$ cat src/rtl/ysyx_22040125_pkg.sv
// Shared write-back definitions: requester ids and default widths.
// Imported by the arbiter, its grant logic and the bench.
package ysyx_22040125_pkg;

  localparam int NREQ_DEF = 3;
  localparam int XLEN_DEF = 64;
  localparam int NREG     = 32;

  typedef enum logic [1:0] {
    REQ_ALU = 2'd0,
    REQ_LSU = 2'd1,
    REQ_MDU = 2'd2
  } req_id_e;

endpackage

$ cat src/rtl/ysyx_22040125_rr_arb.sv
// Round-robin grant: search starts at ptr, first valid requester wins.
// Purely combinational, one-hot (or zero) grant.
module ysyx_22040125_rr_arb #(
  parameter int N  = 3,
  parameter int PW = 2
) (
  input  logic [N-1:0]  req,
  input  logic [PW-1:0] ptr,
  output logic [N-1:0]  grant
);

  int   w_pos;
  logic w_found;

  always_comb begin
    grant   = '0;
    w_found = 1'b0;
    w_pos   = 0;
    for (int k = 0; k < N; k++) begin
      w_pos = (int'(ptr) + k) % N;
      if (!w_found && req[w_pos]) begin
        grant[w_pos] = 1'b1;
        w_found      = 1'b1;
      end
    end
  end

endmodule

$ cat src/rtl/ysyx_22040125_wb_arb.sv
// Write-back arbiter: round-robin requester select, registered
// register-file write port and a busy scoreboard for issue.
module ysyx_22040125_wb_arb
  import ysyx_22040125_pkg::*;
#(
  parameter int NREQ = NREQ_DEF,
  parameter int XLEN = XLEN_DEF
) (
  input  logic                 clk,
  input  logic                 rst_n,
  input  logic [NREQ-1:0]      req_valid,
  output logic [NREQ-1:0]      req_ready,
  input  logic [5*NREQ-1:0]    req_addr,
  input  logic [XLEN*NREQ-1:0] req_data,
  output logic                 wr_en,
  output logic [4:0]           wr_addr,
  output logic [XLEN-1:0]      wr_data,
  input  logic                 sb_set,
  input  logic [4:0]           sb_set_addr,
  input  logic [4:0]           qry_rs1,
  input  logic [4:0]           qry_rs2,
  output logic                 busy_rs1,
  output logic                 busy_rs2,
  input  logic                 flush,
  output logic                 sb_err
);

  localparam int PW = (NREQ > 1) ? $clog2(NREQ) : 1;

  logic [PW-1:0]   r_ptr;
  logic [PW-1:0]   w_ptr_nxt;
  logic [NREQ-1:0] w_grant;
  logic            w_hs;
  logic [PW-1:0]   w_idx;
  logic [4:0]      w_addr;
  logic [XLEN-1:0] w_data;

  logic            r_wr_en;
  logic [4:0]      r_wr_addr;
  logic [XLEN-1:0] r_wr_data;

  logic [NREG-1:0] r_busy;
  logic [NREG-1:0] w_busy_nxt;
  logic [NREG-1:0] w_set_vec;
  logic [NREG-1:0] w_clr_vec;
  logic            w_sb_dup;
  logic            r_sb_err;

  ysyx_22040125_rr_arb #(
    .N  (NREQ),
    .PW (PW)
  ) u_rr (
    .req   (req_valid),
    .ptr   (r_ptr),
    .grant (w_grant)
  );

  assign req_ready = w_grant & {NREQ{~flush & rst_n}};
  assign w_hs      = |(req_valid & req_ready);

  always_comb begin
    w_idx  = '0;
    w_addr = '0;
    w_data = '0;
    for (int i = 0; i < NREQ; i++) begin
      if (req_ready[i]) begin
        w_idx  = PW'(i);
        w_addr = req_addr[5*i +: 5];
        w_data = req_data[XLEN*i +: XLEN];
      end
    end
  end

  assign w_ptr_nxt = (int'(w_idx) == NREQ - 1) ? '0 : w_idx + 1'b1;

  always_ff @(posedge clk or negedge rst_n) begin
    if (!rst_n) begin
      r_ptr     <= '0;
      r_wr_en   <= 1'b0;
      r_wr_addr <= '0;
      r_wr_data <= '0;
    end else begin
      r_wr_en <= w_hs && (w_addr != 5'd0);
      if (w_hs) begin
        r_ptr     <= w_ptr_nxt;
        r_wr_addr <= w_addr;
        r_wr_data <= w_data;
      end
    end
  end

  assign wr_en   = r_wr_en;
  assign wr_addr = r_wr_addr;
  assign wr_data = r_wr_data;

  // Set wins over the commit clear; flush beats both.
  assign w_set_vec = (sb_set && sb_set_addr != 5'd0)
                   ? (NREG'(1) << sb_set_addr) : '0;
  assign w_clr_vec = r_wr_en ? (NREG'(1) << r_wr_addr) : '0;
  assign w_sb_dup  = ~flush & (|(w_set_vec & r_busy & ~w_clr_vec));

  always_comb begin
    w_busy_nxt = (r_busy & ~w_clr_vec) | w_set_vec;
    if (flush) begin
      w_busy_nxt = '0;
    end
    w_busy_nxt[0] = 1'b0;
  end

  always_ff @(posedge clk or negedge rst_n) begin
    if (!rst_n) begin
      r_busy   <= '0;
      r_sb_err <= 1'b0;
    end else begin
      r_busy <= w_busy_nxt;
      if (w_sb_dup) begin
        r_sb_err <= 1'b1;
      end
    end
  end

  assign busy_rs1 = r_busy[qry_rs1];
  assign busy_rs2 = r_busy[qry_rs2];
  assign sb_err   = r_sb_err;

endmodule

$ cat config.mk
export PLATFORM = sky130hd
export DESIGN_NAME = ysyx_22040125_wb_arb
export DESIGN_NICKNAME = d
export VERILOG_FILES = /design/src/rtl/ysyx_22040125_pkg.sv /design/src/rtl/ysyx_22040125_rr_arb.sv /design/src/rtl/ysyx_22040125_wb_arb.sv
export SDC_FILE = /design/constraint.sdc
export NUM_CORES = 1
export LEC_CHECK = 0
export BUFFER_PORTS_ARGS = -buffer_cell sky130_fd_sc_hd__buf_2
export CAP_MARGIN = 20
export CORE_MARGIN = 3
export CORE_UTILIZATION = 45
export DETAILED_ROUTE_END_ITERATION = 8
export PLACE_DENSITY_LB_ADDON = 0.12
export SLEW_MARGIN = 20
export SYNTH_ARGS = -nofsm -noshare
export SYNTH_HDL_FRONTEND = slang
export SYNTH_HIERARCHICAL = 1
export SYNTH_SLANG_ARGS = --single-unit
$ cat constraint.sdc
create_clock -name clk -period 3.7 [get_ports clk]
set_clock_uncertainty 0.15 [all_clocks]
set_input_delay 0.185 -clock clk [delete_from_list [all_inputs] [get_ports clk]]
set_output_delay 0.185 -clock clk [all_outputs]
set_load 0.005 [all_outputs]
==> results by group <==
Synth
  • Asr flop ratio synth: 100%
  • Leading area contributor after synthesis: dfrtp_1
  • Synthesis-stage register bit count: 104
  • Top post-synthesis cells by count: nor2_1, dfrtp_1, a21oi_1, a222oi_1, nand2_1
  • Sequential-to-total area share from yosys stat: 42.0%
  • Most common cell in the netlist: nor2_1
  • Mapped Cells: 660
  • Net Count, Synth: around 900
  • Post-synth EDFFs: 0
  • Ys Warns: 6
  • Mapped Area: ~0.0062 mm²
  • Netlist cell types: 56
  • Synth top area share: 42.0%
  • Syn Area/Cell: approximately 9.4 µm²
  • Synth Flop Type: dfrtp_1
  • Area contributors post-synth: dfrtp_1, a222oi_1, nor2_1

STA
  • Slew Viols, Final: 0
  • Worst hold slack: -0.627 ps
  • Worst-margin pin slew: 946 ps
  • Final setup violation count: 0
  • Period minus WS final: 3480 ps
  • Setup_tns: 0 ps
  • Period utilization: 94.2%
  • F_max: 0.287 GHz
  • Number of failing hold endpoints at the final stage: 1
  • Worst rel slew slack: 35.3%
  • Unrepaired setup endpoints after global routing: false

Global routing
  • Pin count of the biggest net entering global routing: 70
  • Number of antenna violations at the first check in global routing: 3
  • Vias in the first global route: 6636
  • GRT overflow: 0
  • First-pass GRT wire length: between 30000 and 40000 µm
  • Gr usage total: 32.2%

Critical path
  • CP Capture Type: flip-flop
  • Critical path depth: 11
  • R2R depth: 11
  • Reg2reg start: r_ptr[0]$_DFFE_PN0P_
  • Setup CP Type: reg2reg
  • R2R Setup Slk: 220 ps
  • CP bufs+invs: 2
  • Data required, critical path: approximately 3800 ps
  • Worst Setup EP: wr_en$_DFF_PN0_
  • Max FO, Critical Path: between 60 and 70
  • Critical-path cell list: inv_1 -> ha_1 -> and4bb_2 -> a311o_1 -> nand3_1 -> o221ai_2 -> and2_2 -> buf_12 -> a222oi_1 -> and3_1 -> a31oi_1
  • CP Launch Type: flip-flop
  • Arrival time at the worst endpoint: ~3500 ps
  • Max incr delay on CP: between 500 and 600 ps
  • Critical path origin: r_ptr[0]$_DFFE_PN0P_
  • Slowest cell on the critical path: a222oi_1
  • Top delay family on crit path: compound AO/OA/AOI/OAI gates
  • Worst r2r dst: wr_en$_DFF_PN0_

CTS
  • Post-CTS Setup Bufs: 0
  • Worst-Skew Late Latency: 350 ps
  • CTS tree: yes
  • Num CTS Buffers: 9
  • # H-tree levels: 3
  • Clk root buf: clkbuf_16
  • Clk sink count: 104
  • Clock buffer depth: 2
  • Clock slew at reported path FFs: 70 ps

Worst hold path
  • Hold Crit Class: in2reg

Drt
  • Via count: around 7200
  • Drt pass-1 iters: 8
  • Starting DRT DRC Count: 1024
  • # DRC: 0
  • Vias per cell: slightly above 6
  • Routed WL: 24900 µm
  • Final ANT Viol Nets: 0
  • Wirelength per Cell: about 21 µm

Place
  • PortBufs: 304
  • RePlAce Congestion: a little under 1
  • DP HPWL: ~19000 µm
  • Placed cell area: approximately 0.008 mm²
  • Placed cell count: 1095

Die
  • Die X: 123 µm
  • Number of core rows: 42
  • Starting Density: 46.4%
  • Die area: around 0.015 mm²
  • I/O Pins: 305
  • Core area: 0.0133 mm²
  • Die Ht: between 100 and 150 µm

Layout
  • Layout Cells excl Fill: 1166
  • Design Area, Final: between 0.008 and 0.009 mm²
  • Layout area overhead: 40.0%
  • Layout cells sized above 1: 37.9%
  • Fillers: 1145
  • Nets: 1216

Status
  • Failing checks: negative hold slack
  • Status: complete, but fails checks

Pwr
  • Max VDD drop: 0.000268 V
  • Power Density: 569 mW/mm²
  • Static Leak: 3.87 nW

Run
  • Max-cap violations: 0
[report_power, final]
| part | switching (mW) | total [mW] | internal (mW) |
|---|---|---|---|
| clock network | 0.444 | 0.925 | 0.481 |
| registers | 0.340 | 1.89 | 1.55 |
| logic | 1.18 | 2.12 | 0.933 |
[worst register-to-register path, delay by kind of cell (launching register included)]
family | cells | cell delay (ps)
AOI/OAI and AO/OA | 4 | 1210
adders and majority gates | 1 | 440
buffers and inverters | 2 | 270
DFF | 1 | 390
and+or+nand+nor | 4 | 890
[placed cells by master, fill, tap and decap left out, types with 4 or more instances in the layout]
| cell | Yosys | final |
|---|---|---|
| dfrtp_1 | 104 | 104 |
| and4bb_2 | 4 | 4 |
| clkbuf_16 | 0 | 9 |
| a21oi_1 | 75 | 75 |
| o21ai_1 | 8 | 8 |
| o21ai_0 | 15 | 15 |
| and2_1 | 6 | 5 |
| nand2b_1 | 4 | 4 |
| nand3_1 | 10 | 10 |
| a222oi_1 | 53 | 53 |
| dlygate4sd3_1 | 0 | 53 |
| a41oi_1 | 7 | 7 |
| nand4_1 | 10 | 10 |
| buf_2 | 26 | 303 |
| nor2b_1 | 7 | 6 |
| mux2_2 | 4 | 4 |
| buf_4 | 3 | 15 |
| a221oi_1 | 15 | 15 |
| inv_1 | 12 | 12 |
| a211oi_1 | 7 | 7 |
| nand2_1 | 48 | 47 |
| a2111oi_0 | 9 | 9 |
| a22oi_1 | 20 | 20 |
| ha_1 | 4 | 4 |
| nor2_1 | 110 | 110 |
| mux4_2 | 18 | 18 |
[registers in the layout (all words and copies together), names as in the netlist]
| signal | flops |
|---|---|
| r_ptr | 2 |
| wr_data | 64 |
| wr_en | 1 |
| sb_err | 1 |
| r_busy | 31 |
| wr_addr | 5 |
[metrics by stage]
stage	utilization (%)	worst slack, ps	total power [mW]
after floorplan	-	676	2.93
after global placement	58.8	178	3.88
after detailed placement	58.8	137	3.94
after CTS	64.8	115	4.91
after global routing	65.0	57.0	5.24
final	65.0	216	4.93
[cell families after synthesis]
kind of cell | Yosys count | synth area share (%)
DFF | 104 | 42.0
adders and majority gates | 4 | 0.808
AOI/OAI and AO/OA | 224 | 26.1
buffers and inverters | 74 | 5.23
muxes | 25 | 7.76
and+or+nand+nor | 229 | 18.1
[repair_timing]
action	in CTS	in global routing
resized for setup	0	1
endpoints found under the hold margin	80	1
setup endpoints to repair	0	64
hold buffers	52	1
[final cells by class]
class / instances / area, µm² / share of cell area (%)
Sequential cell: 104 / 2600 / 30.0
Tap cell: 176 / 220 / 2.54
Timing Repair Buffer: 374 / 2220 / 25.6
Multi-Input combinational cell: 482 / 3300 / 38.0
Antenna cell: 2 / 5.00 / 0.0577
Clock inverter: 5 / 38.8 / 0.447
Inverter: 12 / 45.0 / 0.520
Clock buffer: 11 / 243 / 2.80
[routing by layer]
metal	share of wire, %	global-route usage (%)	up-vias
met3	9.9	5.35	68
met5	0.028	0	-
met4	3.8	12.9	2
met2	46	48.6	465
li1	-	-	3211
met1	41	46.2	3432
[worst min-delay path by stage]
stage	from	endpoint	slack (ps)	cells past startpoint
CTS	req_data[33]	wr_data[33]$_DFFE_PN0P_	0.3	3
global route	req_data[21]	wr_data[21]$_DFFE_PN0P_	10	3
finish	req_data[39]	wr_data[39]$_DFFE_PN0P_	-0.6	3
global placement	rst_n	r_busy[10]$_DFF_PN0_	180	2
floorplan	rst_n	r_busy[10]$_DFF_PN0_	-260	0
detailed placement	rst_n	r_busy[10]$_DFF_PN0_	200	2
Note: power is estimated with default switching activity, not from simulation.
